`src/rtl/mem_instrucoes_carga.sv`:
```
// mem_instrucoes_carga
// Instruction memory with an in-system program loader. A big-endian byte
// stream assembles 32-bit words that are written at an auto-incrementing
// pointer while in LOAD; in RUN the fetch port returns decoded instruction
// fields one cycle after an accepted request.
module mem_instrucoes_carga #(
  parameter int DEPTH      = 128,
  parameter int ADDR_W     = 7,
  parameter bit IMM_SIGNED = 1'b1
) (
  input  logic              clock,
  input  logic              resetn,
  input  logic              load_start,
  input  logic              load_byte_valid,
  input  logic [7:0]        load_byte,
  input  logic              load_done,
  output logic              loading,
  output logic [ADDR_W:0]   load_count,
  output logic              load_overflow,
  input  logic              fetch_req,
  input  logic [31:0]       pc,
  output logic              instr_valid,
  output logic              addr_fault,
  output logic [5:0]        opcode,
  output logic [4:0]        rd,
  output logic [4:0]        rs,
  output logic [4:0]        rt,
  output logic [15:0]       imediato,
  output logic [25:0]       jump
);

  typedef enum logic [1:0] {
    S_IDLE = 2'd0,
    S_LOAD = 2'd1,
    S_RUN  = 2'd2
  } state_t;

  // The write pointer saturates at DEPTH; words arriving beyond that are dropped.
  localparam logic [ADDR_W:0] CountMax = (ADDR_W + 1)'(DEPTH);

  state_t            r_state;
  state_t            w_next_state;

  logic [23:0]       r_asm;
  logic [1:0]        r_byte_cnt;
  logic [ADDR_W:0]   r_load_count;
  logic              r_load_overflow;

  logic [31:0]       r_mem [DEPTH];

  logic              r_instr_valid;
  logic              r_addr_fault;
  logic [31:0]       r_instr;

  logic              w_in_load;
  logic              w_byte_accept;
  logic              w_word_complete;
  logic              w_mem_full;
  logic              w_word_write;
  logic [31:0]       w_word;
  logic              w_fetch_accept;
  logic              w_pc_in_range;

  // Loader handshake decode: bytes count only in LOAD and never alongside a restart.
  assign w_in_load       = (r_state == S_LOAD);
  assign w_byte_accept   = w_in_load && !load_start && load_byte_valid;
  assign w_word_complete = w_byte_accept && (r_byte_cnt == 2'd3);
  assign w_mem_full      = (r_load_count == CountMax);
  assign w_word_write    = w_word_complete && !w_mem_full;
  assign w_word          = {r_asm, load_byte};

  // Fetch decode: a restart in the same cycle suppresses the result so LOAD starts clean.
  assign w_fetch_accept  = (r_state == S_RUN) && fetch_req && !load_start;
  assign w_pc_in_range   = (pc < 32'(DEPTH));

  // State register.
  always_ff @(posedge clock or negedge resetn) begin
    if (!resetn) begin
      r_state <= S_IDLE;
    end else begin
      r_state <= w_next_state;
    end
  end

  // Next-state logic; load_start always wins over load_done.
  always_comb begin
    w_next_state = r_state;
    case (r_state)
      S_IDLE: begin
        if (load_start) w_next_state = S_LOAD;
      end
      S_LOAD: begin
        if (load_start)     w_next_state = S_LOAD;
        else if (load_done) w_next_state = S_RUN;
      end
      S_RUN: begin
        if (load_start) w_next_state = S_LOAD;
      end
      default: w_next_state = S_IDLE;
    endcase
  end

  // Byte assembly, write pointer and sticky overflow flag.
  always_ff @(posedge clock or negedge resetn) begin
    if (!resetn) begin
      r_asm           <= '0;
      r_byte_cnt      <= '0;
      r_load_count    <= '0;
      r_load_overflow <= 1'b0;
    end else if (load_start) begin
      r_asm           <= '0;
      r_byte_cnt      <= '0;
      r_load_count    <= '0;
      r_load_overflow <= 1'b0;
    end else if (w_in_load) begin
      if (w_byte_accept) begin
        if (w_word_complete) begin
          r_byte_cnt <= '0;
          if (w_mem_full) begin
            r_load_overflow <= 1'b1;
          end else begin
            r_load_count <= r_load_count + 1'b1;
          end
        end else begin
          r_asm      <= {r_asm[15:0], load_byte};
          r_byte_cnt <= r_byte_cnt + 1'b1;
        end
      end
      if (load_done) begin
        r_byte_cnt <= '0;
      end
    end
  end

  // Program storage; intentionally not reset so it maps onto plain RAM.
  always_ff @(posedge clock) begin
    if (w_word_write) begin
      r_mem[r_load_count[ADDR_W-1:0]] <= w_word;
    end
  end

  // Registered fetch port; out-of-range addresses return a NOP with addr_fault.
  always_ff @(posedge clock or negedge resetn) begin
    if (!resetn) begin
      r_instr_valid <= 1'b0;
      r_addr_fault  <= 1'b0;
      r_instr       <= '0;
    end else if (w_fetch_accept) begin
      r_instr_valid <= 1'b1;
      r_addr_fault  <= !w_pc_in_range;
      r_instr       <= w_pc_in_range ? r_mem[pc[ADDR_W-1:0]] : 32'h0;
    end else begin
      r_instr_valid <= 1'b0;
      r_addr_fault  <= 1'b0;
    end
  end

  assign loading       = w_in_load;
  assign load_count    = r_load_count;
  assign load_overflow = r_load_overflow;
  assign instr_valid   = r_instr_valid;
  assign addr_fault    = r_addr_fault;

  // Field slicing; rd/rs/rt/jump deliberately overlap.
  assign opcode   = r_instr[31:26];
  assign rd       = r_instr[25:21];
  assign rs       = r_instr[20:16];
  assign rt       = r_instr[15:11];
  assign jump     = r_instr[25:0];
  assign imediato = IMM_SIGNED ? {{5{r_instr[10]}}, r_instr[10:0]}
                               : {5'b00000, r_instr[10:0]};

endmodule

```
`config.mk`:
```
export PLATFORM = sky130hd
export DESIGN_NAME = mem_instrucoes_carga
export DESIGN_NICKNAME = d
export VERILOG_FILES = /design/src/rtl/mem_instrucoes_carga.sv
export SDC_FILE = /design/constraint.sdc
export NUM_CORES = 2
export LEC_CHECK = 0
export CORE_MARGIN = 3
export CORE_UTILIZATION = 65
export CTS_BUF_LIST = sky130_fd_sc_hd__clkbuf_8
export CTS_CLUSTER_SIZE = 24
export DETAILED_ROUTE_END_ITERATION = 16
export PLACE_DENSITY = 0.82
export SYNTH_ARGS = -nofsm -noshare
export SYNTH_HDL_FRONTEND = slang
export SYNTH_SLANG_ARGS = --single-unit
```
`constraint.sdc`:
```
create_clock -name clock -period 4 [get_ports clock]
set_clock_uncertainty 0.05 [all_clocks]
set_input_delay 0.8 -clock clock [delete_from_list [all_inputs] [get_ports clock]]
set_output_delay 0.8 -clock clock [all_outputs]
set_load 0.1 [all_outputs]
```
Yosys cells after proc, flatten, opt, wreduce, memory -nomap -nowiden
Memories as Yosys holds them, arrays and structs flattened.
Index checks and enable logic that the tools add are counted.
- reduce and logical (&&, ||, !) cells: 21
- $lt $le $gt $ge: 1
- add/subtract/negate cells: 2
- equal/unequal tests: 8
- muxes and demuxes: 28
- operators with widths (operator ; number):
    24-bit two-way mux ; 4
    8-bit two-way mux ; 5
    32-bit by 8-bit < comparator with 1-bit output (second input constant) ; 1
    32-bit two-way mux ; 1
    2-bit two-way mux ; 8
    1-bit two-way mux ; 9
    8-bit by 1-bit adder with 8-bit output (second input constant) ; 1
    8-bit equality test (second input constant) ; 1
    4-bit AND reduction ; 2
    2-bit nonzero test ; 4
    1-bit logical AND ; 6
    2-bit equality test (second input constant) ; 2
    2-bit inequality test (second input constant) ; 2
    2-bit one-hot mux with 2 select lines ; 1
    2-bit AND reduction ; 2
    1-bit zero test ; 3
    3-bit inequality test (second input constant) ; 1
    3-bit AND reduction ; 1
    3-bit nonzero test ; 1
    2-bit by 1-bit adder with 2-bit output (second input constant) ; 1
    2-bit by 1-bit equality test with 1-bit output (second input constant) ; 1
    2-bit zero test ; 1
    2-bit by 1-bit inequality test with 1-bit output (second input constant) ; 1
    2-bit OR reduction ; 1
- memories: 1
- RAM bits: 4096
- input port bits: 46
- word-level logic and storage cells: 69
- flip-flop bits (word level): 71
- output and inout port bits: 75
- memory list (memory ; words ; width ; rd ports ; clocked after memory_dff ; wr ports ; line ; RTL):
    r_mem ; 128 ; 32 ; 1 ; 0 ; 1 ; 49 ; logic [31:0] r_mem [DEPTH];

Longest topological paths before layout
- word-level depth: 9
- gate-level depth with buffers: 11
- gate-level depth less buffers: 8

Worst setup path before layout
No wires, ideal clock.
- path type: register -> register
- from: reg r_load_count[6], in the netlist load_count[6]
- to: mem r_mem[127][0], enable pin
- period minus slack after synthesis: 4.158 ns
- stages on the path, launching flop included: 9
- arrival: 3.687 ns
- setup time: 0.421 ns
- data required time: 3.529 ns
- setup slack: -0.158 ns
- buffers on the path: 3
- cells stage by stage: dfrtp_1 -> clkbuf_1 -> or4_4 -> buf_6 -> o311a_4 -> and2_4 -> nand3_2 -> buf_4 -> nor2_1
- longest elaborated chain between the ends: 5
- RTL lines (element ; line ; RTL):
    start: declaration ; 46 ; logic [ADDR_W:0] r_load_count;
    start signal: assignment ; 122 ; r_load_count <= r_load_count + 1'b1;
    8-bit equality test ; 68 ; assign w_mem_full = (r_load_count == CountMax);
    1-bit zero test ; 69 ; assign w_word_write = w_word_complete && !w_mem_full;
    1-bit logical AND ; 69 ;
    1-bit two-way mux ; 137 ; if (w_word_write) begin
    1-bit two-way mux (not written as such) ; 138 ; r_mem[r_load_count[ADDR_W-1:0]] <= w_word;
    end: declaration ; 49 ;
Parallel ways exist; a longest one is shown, timed or not.

Worst setup path after layout
- from: reg r_instr[18]
- to: out rs[2]
- RTL lines (element ; line ; RTL):
    start: declaration ; 53 ; logic [31:0] r_instr;
    start signal: assignment ; 151 ; r_instr <= w_pc_in_range ? r_mem[pc[ADDR_W-1:0]] : 32'h0;
    end: declaration ; 26 ; output logic [4:0] rs,
No word-level cell between the ends.

==> metrics.md <==
| Metric | Value |
|---|---|
| Initial antenna violation count | `23` |
| Worst slew pin tran | `1.51 ns` |
| Ys async rst share | `0.0170` |
| CP delay by family, top | `buffers and inverters` |
| Worst Path Buf+Inv | `1` |
| Most frequent cells in the layout | `edfxtp_1 (4096), mux4_2 (893), clkbuf_8 (676), buf_4 (376), mux2i_1 (359)` |
| Remaining global-route overflow | `0` |
| Core Area | `0.241 mm^2` |
| Pre-CTS WS | `-0.287 ns` |
| Number of buffers added on ports | `120` |
| Failing checks | `max-slew violations` |
| Worst hold path type | `input pin to register` |
| Relative slew slack | `-0.00627` |
| Syn_area_per_cell | `22.1 um^2` |
| Area taken by multi-input logic gates | `0.0323 mm^2` |
| Final Cell Area | `0.181 mm^2` |
| Clock share of power | `0.387` |
| Int Power | `65400 uW` |
| Worst Path Max Fanout | `3` |
| Post-synth EDFFs | `4096` |
| Kind of critical path | `register to primary output` |
| Worst R2R End | `r_instr[22]` |
| Tot Pwr | `83800 uW` |
| Yosys reg bits | `4167` |
| Max-slew violation count | `slightly above 40` |
| Worst IR drop on VDD | `0.000431 V` |
| Post-Syn Nets | `7193` |
| CTS tree | `done` |
| RSZ-0062 raised after global routing | `false` |
| Final period utilization | `0.985` |
| Starting Density | `0.655` |
| I/O pins | `121` |
| Depth of the worst register-to-register path | `7` |
| GRT Overall Usage | `0.360` |
| Fmax achieved | `254 MHz` |
| CTS Root Cell | `clkbuf_8` |
| Critical path depth in cells | `1` |
| Sequential cell area | `0.125 mm^2` |
| Clock Pin Slew Worst Setup and Hold Paths | `about 0.070 ns` |
| CP arrival | `approximately 3.1 ns` |
| Routed Antenna Nets | `0` |
| Routed Wire Length | `between 400000 and 500000 um` |
| Wire per inst | `between 30 and 40 um` |
| Synth Area in Simple Gates | `0.0146` |
| Synth cell types | `56` |
| TritonCTS Buffers | `637` |
| Worst setup EP type | `primary output` |
| First-pass GRT wire length | `629000 um` |
| Max Cap Viol | `0` |
| Longest Clk Path Bufs | `4` |
| Pwr/cell area | `464 mW/mm^2` |
| Synth Area in Compound Gates | `0.0329` |
| Synth area leaders | `edfxtp_1 (78%), mux4_2 (13%), mux2i_1 (2.3%), dfrtp_1 (1.1%), a22oi_1 (1.0%)` |
| Commonest non-fill, non-tap cell in the layout | `edfxtp_1` |
| Net Switching | `18400 uW` |
| Logic pwr share | `0.041` |
| Cell Chain, Critical Path | `clkdlybuf4s50_1` |
| CP endpoint | `rs[2]` |
| Drt first-iter violations | `14900` |
| Detailed Routing Iterations Pass 1 | `7` |
| Mapped Area | `0.158 mm^2` |
| Status | `finished with violations` |
| Clock period minus worst slack | `between 3 and 4 ns` |
| Layout cell share with drive strength beyond 1 | `0.286` |
| Die ar. | `0.249 mm^2` |
| Cell taking the most area after synthesis | `edfxtp_1` |
| Most common flop cell mapped by yosys | `edfxtp_1` |
| Final worst slack | `0.0595 ns` |
| DR vias/cell | `7.31` |
| Proportion of synthesized area in mux cells | `0.150` |
| DRC viols | `0` |
| Final setup violation count | `0` |
| Synth warn | `0` |
| Fillers | `11700` |
| R2R setup slack | `0.60 ns` |
| Max incr delay on CP | `about 1.3 ns` |
| Vias in the first global route | `85600` |
| Xor-xnor portion of the synthesized cell area | `0.000277` |
| Critical Path RT | `3.15 ns` |
| Largest family of logic cells by synthesized area | `multiplexers` |
| Die Wd | `499 um` |
| Clk_lat worst skew | `1.12 ns` |
| H-tree levels | `6` |
| Rows | `180` |
| Fin nets | `8059` |
| DIE HEIGHT | `499 um` |
| Dpl hpwl | `around 270000 um` |
| Area grow syn2layout | `14.2%` |
| Max stage delay cell, worst path | `clkdlybuf4s50_1` |
| Worst Setup Start Kind | `register` |
| Post-DP Area | `0.169 mm^2` |
| Switch share | `0.219` |
| CP Launch Point | `r_instr[18]` |
| Largest net degree at the start of global routing | `99` |
| Register area share after synthesis | `0.789` |
| WHS | `0.280 ns` |
| Mapped Cells | `a little over 7000` |
| Final number of hold-violating endpoints | `0` |
| Worst r2r src | `r_state[0]` |
| Gp weighted congestion | `0.925` |
| Via count | `85500` |
| Setup bufs post-CTS | `0` |
| Leak | `0.0583 uW` |
| Synth top area share | `0.777` |
| Flop pwr share | `0.572` |
| Adder-cell area share of the yosys netlist | `0.000237` |
| Clk sinks | `4167` |
==> power groups by stage <==
stage / Combinational (uW) / Clock (uW) / Sequential, uW
floorplan: 1710 / 0 / 48800
finish: 3450 / 32400 / 47900
global route: 3540 / 34400 / 47900
CTS: 3380 / 32500 / 47900
global placement: 3270 / 0 / 48800
detailed placement: 3360 / 0 / 48800
==> sequential cells by signal, indices dropped and copies added, names as in the netlist <==
register and count:
instr_valid 1, load_overflow 1, r_instr 32, r_byte_cnt 2, r_state 2, load_count 8, r_mem 4096, addr_fault 1
r_asm 24
==> per-layer routing <==
| metal | GRT usage | vias up | routed length (um) |
|---|---|---|---|
| li1 | - | 32200 | - |
| met1 | 0.462 | 43300 | 138000 |
| met2 | 0.542 | 8296 | 207000 |
| met3 | 0.114 | 1616 | 66400 |
| met4 | 0.232 | 14 | 34900 |
| met5 | 0 | - | 253 |
==> cell usage after synthesis (5+ instances only) <==
library cell / n
nand2_2: 6
inv_1: 11
a211oi_1: 67
nor2b_1: 12
o31ai_1: 10
nor2_1: 150
mux2i_1: 359
clkbuf_1: 226
a21oi_1: 115
and2_1: 5
o22ai_1: 64
a32oi_1: 10
buf_2: 130
nor3_1: 5
o221ai_1: 36
buf_4: 61
a22oi_1: 212
dfrtp_1: 71
buf_1: 30
mux4_2: 893
nand4_1: 47
nor4_1: 6
nand3_1: 107
edfxtp_1: 4096
a221oi_1: 97
a31oi_1: 8
o21ai_0: 132
and3_1: 8
nand2_1: 124
==> timing repair <==
action	4_1_cts	5_1_grt
endpoints found under the setup margin	0	2
hold buffers	1	0
resized for setup	0	1
endpoints found under the hold margin	33	0
==> layout make-up <==
class,instances,share of cell area
flip-flops and latches,4167,0.691
diodes,23,0.000319
clock inverters,434,0.0119
clock buffers,676,0.0515
repair buffers,678,0.0436
inverters,12,0.000291
multi-input cells,2514,0.179
well taps,3185,0.0221
==> cells by family after synthesis <==
group / after synthesis
simple gates: 494
fa+ha+maj: 3
xor+xnor: 5
buf+inv: 463
compound gates: 760
flops: 4167
mux: 1252
==> through the flow <==
| stage | util | setup TNS, ns | cells |
|---|---|---|---|
| after floorplan | - | -143.75 | 7144 |
| after global placement | 0.700 | -2.13 | 10600 |
| after detailed placement | 0.700 | -1.73 | 10600 |
| after CTS | 0.748 | 0 | 11700 |
| after global routing | 0.748 | 0 | 11700 |
| final | 0.748 | 0 | 11700 |
==> worst min-delay path by stage <==
stage,start,endpoint,slack [ns],cells past startpoint
floorplan,r_state[1],r_state[0],0.42,1
global placement,r_state[0],r_state[0],0.47,1
detailed placement,r_state[0],r_state[0],0.50,1
CTS,load_byte[7],r_mem[69][7],0.20,1
global route,load_byte[7],r_mem[87][7],0.23,1
finish,load_byte[7],r_mem[87][7],0.28,1
Power figures use the tool's default switching activity.
